[config.mk]
export PLATFORM = sky130hd
export DESIGN_NAME = perceptron_ctrl
export DESIGN_NICKNAME = d
export VERILOG_FILES = /design/src/rtl/perceptron_ctrl.sv
export SDC_FILE = /design/constraint.sdc
export NUM_CORES = 1
export LEC_CHECK = 0
export ABC_AREA = 1
export CORE_ASPECT_RATIO = 1.1
export CORE_UTILIZATION = 30
export DETAILED_ROUTE_END_ITERATION = 10
export HOLD_SLACK_MARGIN = 0.1
export PLACE_DENSITY_LB_ADDON = 0.25
export SETUP_SLACK_MARGIN = 0.1
export SYNTH_ARGS = -nofsm -noshare
export SYNTH_HDL_FRONTEND = slang
export SYNTH_SLANG_ARGS = --single-unit
[constraint.sdc]
create_clock -name clk -period 1.7 [get_ports clk]
set_clock_uncertainty 0.2 [all_clocks]
set_input_delay 0.34 -clock clk [delete_from_list [all_inputs] [get_ports clk]]
set_output_delay 0.34 -clock clk [all_outputs]
set_load 0.03 [all_outputs]
[src/rtl/perceptron_ctrl.sv]
// -----------------------------------------------------------------------------
// perceptron_ctrl
//
// Sequencing controller for the 10-input floating-point perceptron datapath.
// It streams a weight set from a weight memory into the datapath's serial
// weight register, gates upstream input vectors into the datapath with a
// valid/ready handshake, and counts vectors in flight. A weight reload waits
// until every issued vector has returned, so no vector is ever computed
// against a mixed weight set.
//
// Parameters
//   AW            weight memory address width
//   N_W           weights per set (datapath input count)
//   MAX_INFLIGHT  maximum vectors issued but not yet returned
//
// Ports
//   clk            single clock, rising edge
//   rst            synchronous active-high reset
//   cfg_req        level request to load a weight set (held until cfg_ack)
//   cfg_base       base address of the weight set (stable while cfg_req)
//   cfg_ack        one-cycle pulse: weight set fully loaded
//   wmem_rd        weight memory read strobe
//   wmem_addr      weight memory read address
//   wmem_rdata     read data, valid one cycle after wmem_rd
//   w              weight word to the datapath serial weight register
//   load_weight    shift enable for w
//   vec_valid      upstream input vector present
//   vec_ready      controller accepts a vector (combinational)
//   valid_in       vector issued to the datapath (combinational)
//   dp_valid_out   datapath result valid
//   inflight       vectors in flight
//   weights_ok     a complete weight set is loaded
//   err_underflow  sticky: result seen with nothing in flight
// -----------------------------------------------------------------------------
module perceptron_ctrl #(
  parameter int AW           = 8,
  parameter int N_W          = 10,
  parameter int MAX_INFLIGHT = 16,
  localparam int IW          = $clog2(MAX_INFLIGHT + 1)
) (
  input  logic          clk,
  input  logic          rst,
  // configuration handshake
  input  logic          cfg_req,
  input  logic [AW-1:0] cfg_base,
  output logic          cfg_ack,
  // weight memory
  output logic          wmem_rd,
  output logic [AW-1:0] wmem_addr,
  input  logic [31:0]   wmem_rdata,
  // datapath weight shift port
  output logic [31:0]   w,
  output logic          load_weight,
  // vector handshake
  input  logic          vec_valid,
  output logic          vec_ready,
  output logic          valid_in,
  input  logic          dp_valid_out,
  // status
  output logic [IW-1:0] inflight,
  output logic          weights_ok,
  output logic          err_underflow
);

  // Read counter runs 0..N_W; the value N_W marks the final shift cycle.
  localparam int KW = $clog2(N_W + 1);

  typedef enum logic [1:0] {
    S_IDLE  = 2'd0,
    S_LOAD  = 2'd1,
    S_DRAIN = 2'd2,
    S_RUN   = 2'd3
  } state_e;

  state_e        state_q, state_d;
  logic [KW-1:0] k_q, k_d;
  logic          wmem_rd_q, wmem_rd_d;
  logic [AW-1:0] wmem_addr_q, wmem_addr_d;
  logic          load_weight_q, load_weight_d;
  logic          cfg_ack_q, cfg_ack_d;
  logic          weights_ok_q, weights_ok_d;
  logic [IW-1:0] inflight_q, inflight_d;
  logic          err_underflow_q, err_underflow_d;

  logic          enter_load;
  logic          read_more;

  // ---------------------------------------------------------------------------
  // State register and all other flops
  // ---------------------------------------------------------------------------
  // NOTE: sequential state uses non-blocking assignments so every flop samples
  // pre-edge values regardless of statement order.
  always_ff @(posedge clk) begin
    if (rst) begin
      state_q         <= S_IDLE;
      k_q             <= '0;
      wmem_rd_q       <= 1'b0;
      wmem_addr_q     <= '0;
      load_weight_q   <= 1'b0;
      cfg_ack_q       <= 1'b0;
      weights_ok_q    <= 1'b0;
      inflight_q      <= '0;
      err_underflow_q <= 1'b0;
    end else begin
      state_q         <= state_d;
      k_q             <= k_d;
      wmem_rd_q       <= wmem_rd_d;
      wmem_addr_q     <= wmem_addr_d;
      load_weight_q   <= load_weight_d;
      cfg_ack_q       <= cfg_ack_d;
      weights_ok_q    <= weights_ok_d;
      inflight_q      <= inflight_d;
      err_underflow_q <= err_underflow_d;
    end
  end

  // ---------------------------------------------------------------------------
  // Next-state logic
  // ---------------------------------------------------------------------------
  // NOTE: every signal assigned in a combinational block gets a default first,
  // so no path leaves it unassigned and no latch is inferred.
  always_comb begin
    state_d    = state_q;
    enter_load = 1'b0;
    unique case (state_q)
      S_IDLE: begin
        if (cfg_req) begin
          state_d    = S_LOAD;
          enter_load = 1'b1;
        end
      end
      S_LOAD: begin
        // Stay through the last shift cycle (the one carrying cfg_ack).
        if (k_q == KW'(N_W)) state_d = S_RUN;
      end
      S_RUN: begin
        if (cfg_req) state_d = S_DRAIN;
      end
      S_DRAIN: begin
        // Only once nothing is in flight may the weights change.
        if (inflight_q == '0) begin
          state_d    = S_LOAD;
          enter_load = 1'b1;
        end
      end
      default: state_d = S_IDLE;
    endcase
  end

  // ---------------------------------------------------------------------------
  // Load sequencer, in-flight counter and status (next values of registers)
  // ---------------------------------------------------------------------------
  always_comb begin
    // A read is issued on LOAD entry and for k = 0..N_W-2 while in LOAD, so
    // reads land on T..T+N_W-1 with addresses base..base+N_W-1.
    read_more = (state_q == S_LOAD) && (k_q < KW'(N_W - 1));

    k_d = k_q;
    if (enter_load) begin
      k_d = '0;
    end else if ((state_q == S_LOAD) && (k_q != KW'(N_W))) begin
      k_d = k_q + 1'b1;
    end

    wmem_rd_d   = enter_load | read_more;

    wmem_addr_d = wmem_addr_q;
    if (enter_load) begin
      wmem_addr_d = cfg_base;
    end else if (read_more) begin
      wmem_addr_d = wmem_addr_q + 1'b1;   // wraps modulo 2^AW
    end

    // Data returns one cycle after each read; shift it in that same cycle.
    load_weight_d = (state_q == S_LOAD) && wmem_rd_q;
    cfg_ack_d     = (state_q == S_LOAD) && (k_q == KW'(N_W - 1));

    // A set is complete from the first RUN cycle; it stays valid while
    // draining and is invalidated when the next load begins.
    weights_ok_d  = (state_d == S_RUN) || (state_d == S_DRAIN);

    inflight_d      = inflight_q;
    err_underflow_d = err_underflow_q;
    if (dp_valid_out && (inflight_q == '0)) begin
      err_underflow_d = 1'b1;
    end
    if (valid_in && !dp_valid_out) begin
      inflight_d = inflight_q + 1'b1;
    end else if (!valid_in && dp_valid_out && (inflight_q != '0)) begin
      inflight_d = inflight_q - 1'b1;
    end
  end

  // ---------------------------------------------------------------------------
  // Output logic
  // ---------------------------------------------------------------------------
  always_comb begin
    // Ready drops in the same cycle cfg_req rises so nothing new is issued
    // once a reload is pending.
    vec_ready = (state_q == S_RUN) && (inflight_q < IW'(MAX_INFLIGHT)) && !cfg_req;
    valid_in  = vec_valid && vec_ready;
    // The memory's read data is already a register output aligned with
    // load_weight; another flop here would put w one cycle behind its strobe.
    w         = load_weight_q ? wmem_rdata : 32'd0;
  end

  assign cfg_ack       = cfg_ack_q;
  assign wmem_rd       = wmem_rd_q;
  assign wmem_addr     = wmem_addr_q;
  assign load_weight   = load_weight_q;
  assign inflight      = inflight_q;
  assign weights_ok    = weights_ok_q;
  assign err_underflow = err_underflow_q;

endmodule

Yosys cells after proc, flatten, opt, wreduce, memory -nomap -nowiden
Cells that the tools add are included.
{ "classes": {"n_addsub": 4, "magnitude_cmp": 2, "n_eq_ne": 8, "n_mux": 13, "bitwise": 1, "reduce_logical": 21} }
{ "op_table": {"columns": ["op", "n"], "rows": [
  ["$mux W32", 1],
  ["$mux W8", 2],
  ["$logic_and A1 B1 Y1", 11],
  ["$mux W5", 2],
  ["$add A8 B1 Y8 const B", 1],
  ["$eq A2 B2 Y1 const B", 4],
  ["$eq A4 B4 Y1 const B", 2],
  ["$mux W2", 4],
  ["$pmux W2 S4", 1],
  ["$add A5 B1 Y5 const B", 1],
  ["$logic_not A5 Y1", 1],
  ["$lt A5 B5 Y1 const B", 1],
  ["$reduce_bool A5 Y1", 1],
  ["$sub A5 B1 Y5 const B", 1],
  ["$add A4 B1 Y4 const B", 1],
  ["$lt A4 B4 Y1 const B", 1],
  ["$ne A4 B4 Y1 const B", 1],
  ["$reduce_bool A2 Y1", 2],
  ["$logic_not A1 Y1", 3],
  ["$eq A2 B1 Y1 const B", 1],
  ["$logic_not A2 Y1", 1],
  ["$mux W1", 2],
  ["$pmux W1 S2", 1],
  ["$reduce_or A2 Y1", 1],
  ["2 further kinds", 2]
]} }
{ "word_totals": {"register_bits": 24, "output_inout_bits": 52, "wordCells": 58} }

Depth between registers and ports, before layout
Gate-level depths: netlist of the first run.
{ "logic_depth": {"depth_word": 9, "depth_mapped": 12, "depth_no_buf": 12} }

Worst setup path before layout of the first run
OpenSTA, ideal clock, no wires.
{ "synth_timing": {"path_kind": "register to register", "from": "register weights_ok (netlist name)", "to": "register inflight_q[4], in the netlist inflight[4]", "setup_ps": 134, "arrival_ps": 1771, "slack_ps": -405, "path_stages_with_launch": 13, "path_buffers": 0, "path_cell_list": "dfxtp_1 -> nand2_1 -> inv_1 -> nand4_4 -> ha_1 -> nand2_1 -> nor2_1 -> nor2_1 -> inv_1 -> nand2_1 -> nand2_1 -> nand2_1 -> a21oi_1"} }
{ "synth_lines": {"columns": ["item", "line", "source"], "rows": [
  ["end signal, assigned", "112", "inflight_q <= inflight_d;"],
  ["end, declared", "82", "logic [IW-1:0] inflight_q, inflight_d;"]
]} }

Worst setup path in the final report of the first run
{ "layout_timing": {"from": "register inflight_q[4], in the netlist inflight[4]", "to": "register inflight_q[3], in the netlist inflight[3]"} }
{ "layout_via": {"elab_chain_len": 8} }
{ "layout_lines": {"columns": ["item", "line", "source"], "rows": [
  ["$lt A5 B5 Y1", "200", "vec_ready = (state_q == S_RUN) && (inflight_q < IW'(MAX_INFLIGHT)) && !cfg_req;"],
  ["$logic_and A1 B1 Y1 (2 in a row)", "200", null],
  ["$logic_and A1 B1 Y1", "201", "valid_in = vec_valid && vec_ready;"],
  ["$logic_not A1 Y1", "189", "end else if (!valid_in && dp_valid_out && (inflight_q != '0)) begin"],
  ["$logic_and A1 B1 Y1 (2 in a row)", "189", null],
  ["$reduce_bool A2 Y1 (no line)", null, null]
]} }
Several ways; a longest one is shown, not always the timed one.
A chain may end at the register's enable or synchronous reset.

==> results.ini, run 1 <==
[die]
die_x_um = 72.6
io_pins = 97
core_mm2 = 0.00513
start_util_pct = 32.1
rows = 27
die_y_um = 79.7
dieArea_mm2 = 0.00579

[drt]
ant_nets = 0
viasPerCell = 4.49
vias = 2118
routed.top_layer = met4
met3_length_um = 436
wl_per_cell_um = 12.8
met1_length_mm = 2.34
drtIter0Drc = 52
drc = 0
wl_met2_mm = 3.11
drt_wl_total_mm = 6.06
firstDrtPassIters = 4

[synthesis]
synth_area_mm2 = 0.00165
yosys.area.top_type = dfxtp_1
synthArstFlopShare_pct = 0
synth_commonest_cells = 78 x nand2_1, 60 x inv_1, 30 x nor2_1
synthAdderAreaFrac_pct = 7.29
synth_top_family_by_area = simple AND/OR/NAND/NOR gates
syn_nets = 321
synth_top_cell_area_share_pct = 28.0
ys_ff_latch = 23
yosysSeqAreaShare_pct = 28.0
synth-edff-count = 0
synthSimpleGateAreaFrac_pct = 37.7
synth_cell_types = 26
synth_compound_area_share_pct = 8.59
synth_xor_area_share_pct = 3.19
ys.flop_type = dfxtp_1
yosysMostFrequentCell = nand2_1
ys.warnings.count = 0
avgSynthCellArea_um2 = 6.17
syn_inst = 267
synthMuxAreaShare_pct = 0
synth_area_leaders = dfxtp_1 28%, nand2_1 18%, inv_1 14%

[clock_network]
cts_buffers = 3
tritoncts = yes
clock-sinks = 23
insertion_delay_ns = 0.27
cts_root_buf = clkbuf_8
htree_levels = 1
holdBufCountCts = 0
clk_pin_slew_worst_paths_ns = 0.09
ctsLongestPathBuffers = 2

[power]
leakage_nw = 1.98
p_per_area_mw_per_mm2 = 757
ir_drop_mv = 0.798

[worst_setup_path]
start_kind = flip-flop
crit_path_end_kind = flip-flop
crit_type = flip-flop to flip-flop
critPathArrivalTime_ns = 1.75
critPathMaxFanout = 5
required_ns = 1.65

[sta]
maxSlewHeadroom_pct = 76.9
fmaxAchievable_ghz = 0.557
holdWs_ns = 0.254
setup_viol = 2
period_minus_slack_ns = 1.80
tightest_slew_ns = 0.348
drv_slew = 0
fin_ws_ns = -0.0959
rsz0062_at_grt = yes
hold_viol = 0
fin_crit_sh_pct = 106

[global_routing]
gr-usage-all-layers_pct = 16.6
grt_max_degree = 18
antenna_found_initial = 1
overflow = 0
grt_pass1_vias = 1729
grt_pass1_wl_mm = 7.55

[run_status]
outcome = complete, but fails checks
violations = negative setup slack

[placement]
numPortBuffers = 96
hpwl_mm = 3.69
placed_cells = 452
gp_congestion = 0.763

[final_layout]
nets = 454
syn2layout_area_growth_pct = 117
layout-drive-gt1-share_pct = 50.4
instances_no_fill = 472
fin_util_pct = 69.7

[job]
drv_cap = 0

[hold_path]
min_path_type = flip-flop to flip-flop

## cells in the final DEF (no fill, tap or decap), types with 6 or more instances in the layout
| cell type | n |
|---|---|
| nand2_1 | 40 |
| nand2_4 | 36 |
| nand3_1 | 9 |
| clkdlybuf4s50_1 | 39 |
| dlygate4sd2_1 | 6 |
| buf_6 | 45 |
| ha_1 | 6 |
| dfxtp_1 | 17 |
| nor2_1 | 21 |
| buf_4 | 23 |
| nor2_2 | 7 |
| a21oi_1 | 11 |
| inv_1 | 21 |
| o21ai_0 | 7 |
| inv_2 | 39 |
## critical path, cell delays in order, from the launching register on
cell	delay [ns]
dfxtp_4	0.36
nor2_4	0.13
nand4_4	0.17
buf_4	0.19
ha_1	0.27
nand3_1	0.08
nand2_1	0.06
xnor2_1	0.15
a21oi_1	0.08
## registers in the layout, summed over array words and instances, names as in the netlist
register and flops:
k_q 4, state_q 1, inflight 5, err_underflow 1, wmem_rd 1, load_weight 1
weights_ok 1, cfg_ack 1, wmem_addr 8
## kinds of logic after synthesis
group                    after synthesis
AO/OA/AOI/OAI                         27
XOR/XNOR                               6
adder cells (fa/ha/maj)                9
buffers and inverters                 67
flip-flops                            23
AND/OR/NAND/NOR                      135
## cell type report
| type | count | area [um2] |
|---|---|---|
| fillers | 408 | 1560 |
| repair buffers | 131 | 1370 |
| multi-input cells | 178 | 1350 |
| flip-flops and latches | 23 | 475 |
| inverters | 63 | 244 |
| well taps | 72 | 90.1 |
| clock buffers | 3 | 41.3 |
| clock inverters | 1 | 5.00 |
| diodes | 1 | 2.50 |
## per-layer routing
layer,global-route usage [%],vias to the layer above
li1,-,1067
met1,18.4,964
met2,31.5,75
met5,0,-
met4,5.29,0
met3,3.03,12
## worst paths after layout
check             cells past startpoint                      from                       end  slack (ns)
setup / recovery                      8  inflight[4]$_SDFFE_PP0P_  inflight[3]$_SDFFE_PP0P_        -0.1
hold / removal                        2        wmem_rd$_SDFF_PP0_    load_weight$_SDFF_PP0_        0.25
setup reg to reg                      8  inflight[4]$_SDFFE_PP0P_  inflight[3]$_SDFFE_PP0P_        -0.1
hold reg to reg                       2        wmem_rd$_SDFF_PP0_    load_weight$_SDFF_PP0_        0.25
## timing repair
action / in CTS / in global routing
pin swaps: 8 / 30
gates resized for setup: 46 / 185
setup buffers: 1 / 10
setup endpoints to repair: 33 / 57
cloned: 1 / 4
## per-stage QoR
stage | total power, mW | TNS [ns] | setup WS (ns) | area, um2
detailed placement | 2.11 | -4.71 | -0.552 | 2810
CTS | 2.48 | -0.0623 | -0.0623 | 2920
global route | 2.91 | -0.805 | -0.203 | 3580
finish | 2.71 | -0.174 | -0.0959 | 3580
floorplan | 1.56 | -0.0850 | -0.0660 | 1690
global placement | 2.10 | -4.38 | -0.510 | 2810
## where the power goes
group	internal [mW]	switching (mW)	leakage, nW
sequential	0.642	0.114	0.192
clock	0.164	0.184	0.0255
combinational	0.750	0.856	1.76
total	1.56	1.15	1.98
(Power assumes the default switching activity.)
==> run 2, diff against run 1 <==
--- a/config.mk
+++ b/config.mk
@@ -6,6 +6,7 @@
 export NUM_CORES = 1
 export LEC_CHECK = 0
 export ABC_AREA = 1
+export CAP_MARGIN = 25
 export CORE_ASPECT_RATIO = 1.1
 export CORE_UTILIZATION = 30
 export DETAILED_ROUTE_END_ITERATION = 10
==> results of run 2 <==
The final DEF is identical to that of run 1; final timing and power are the same.
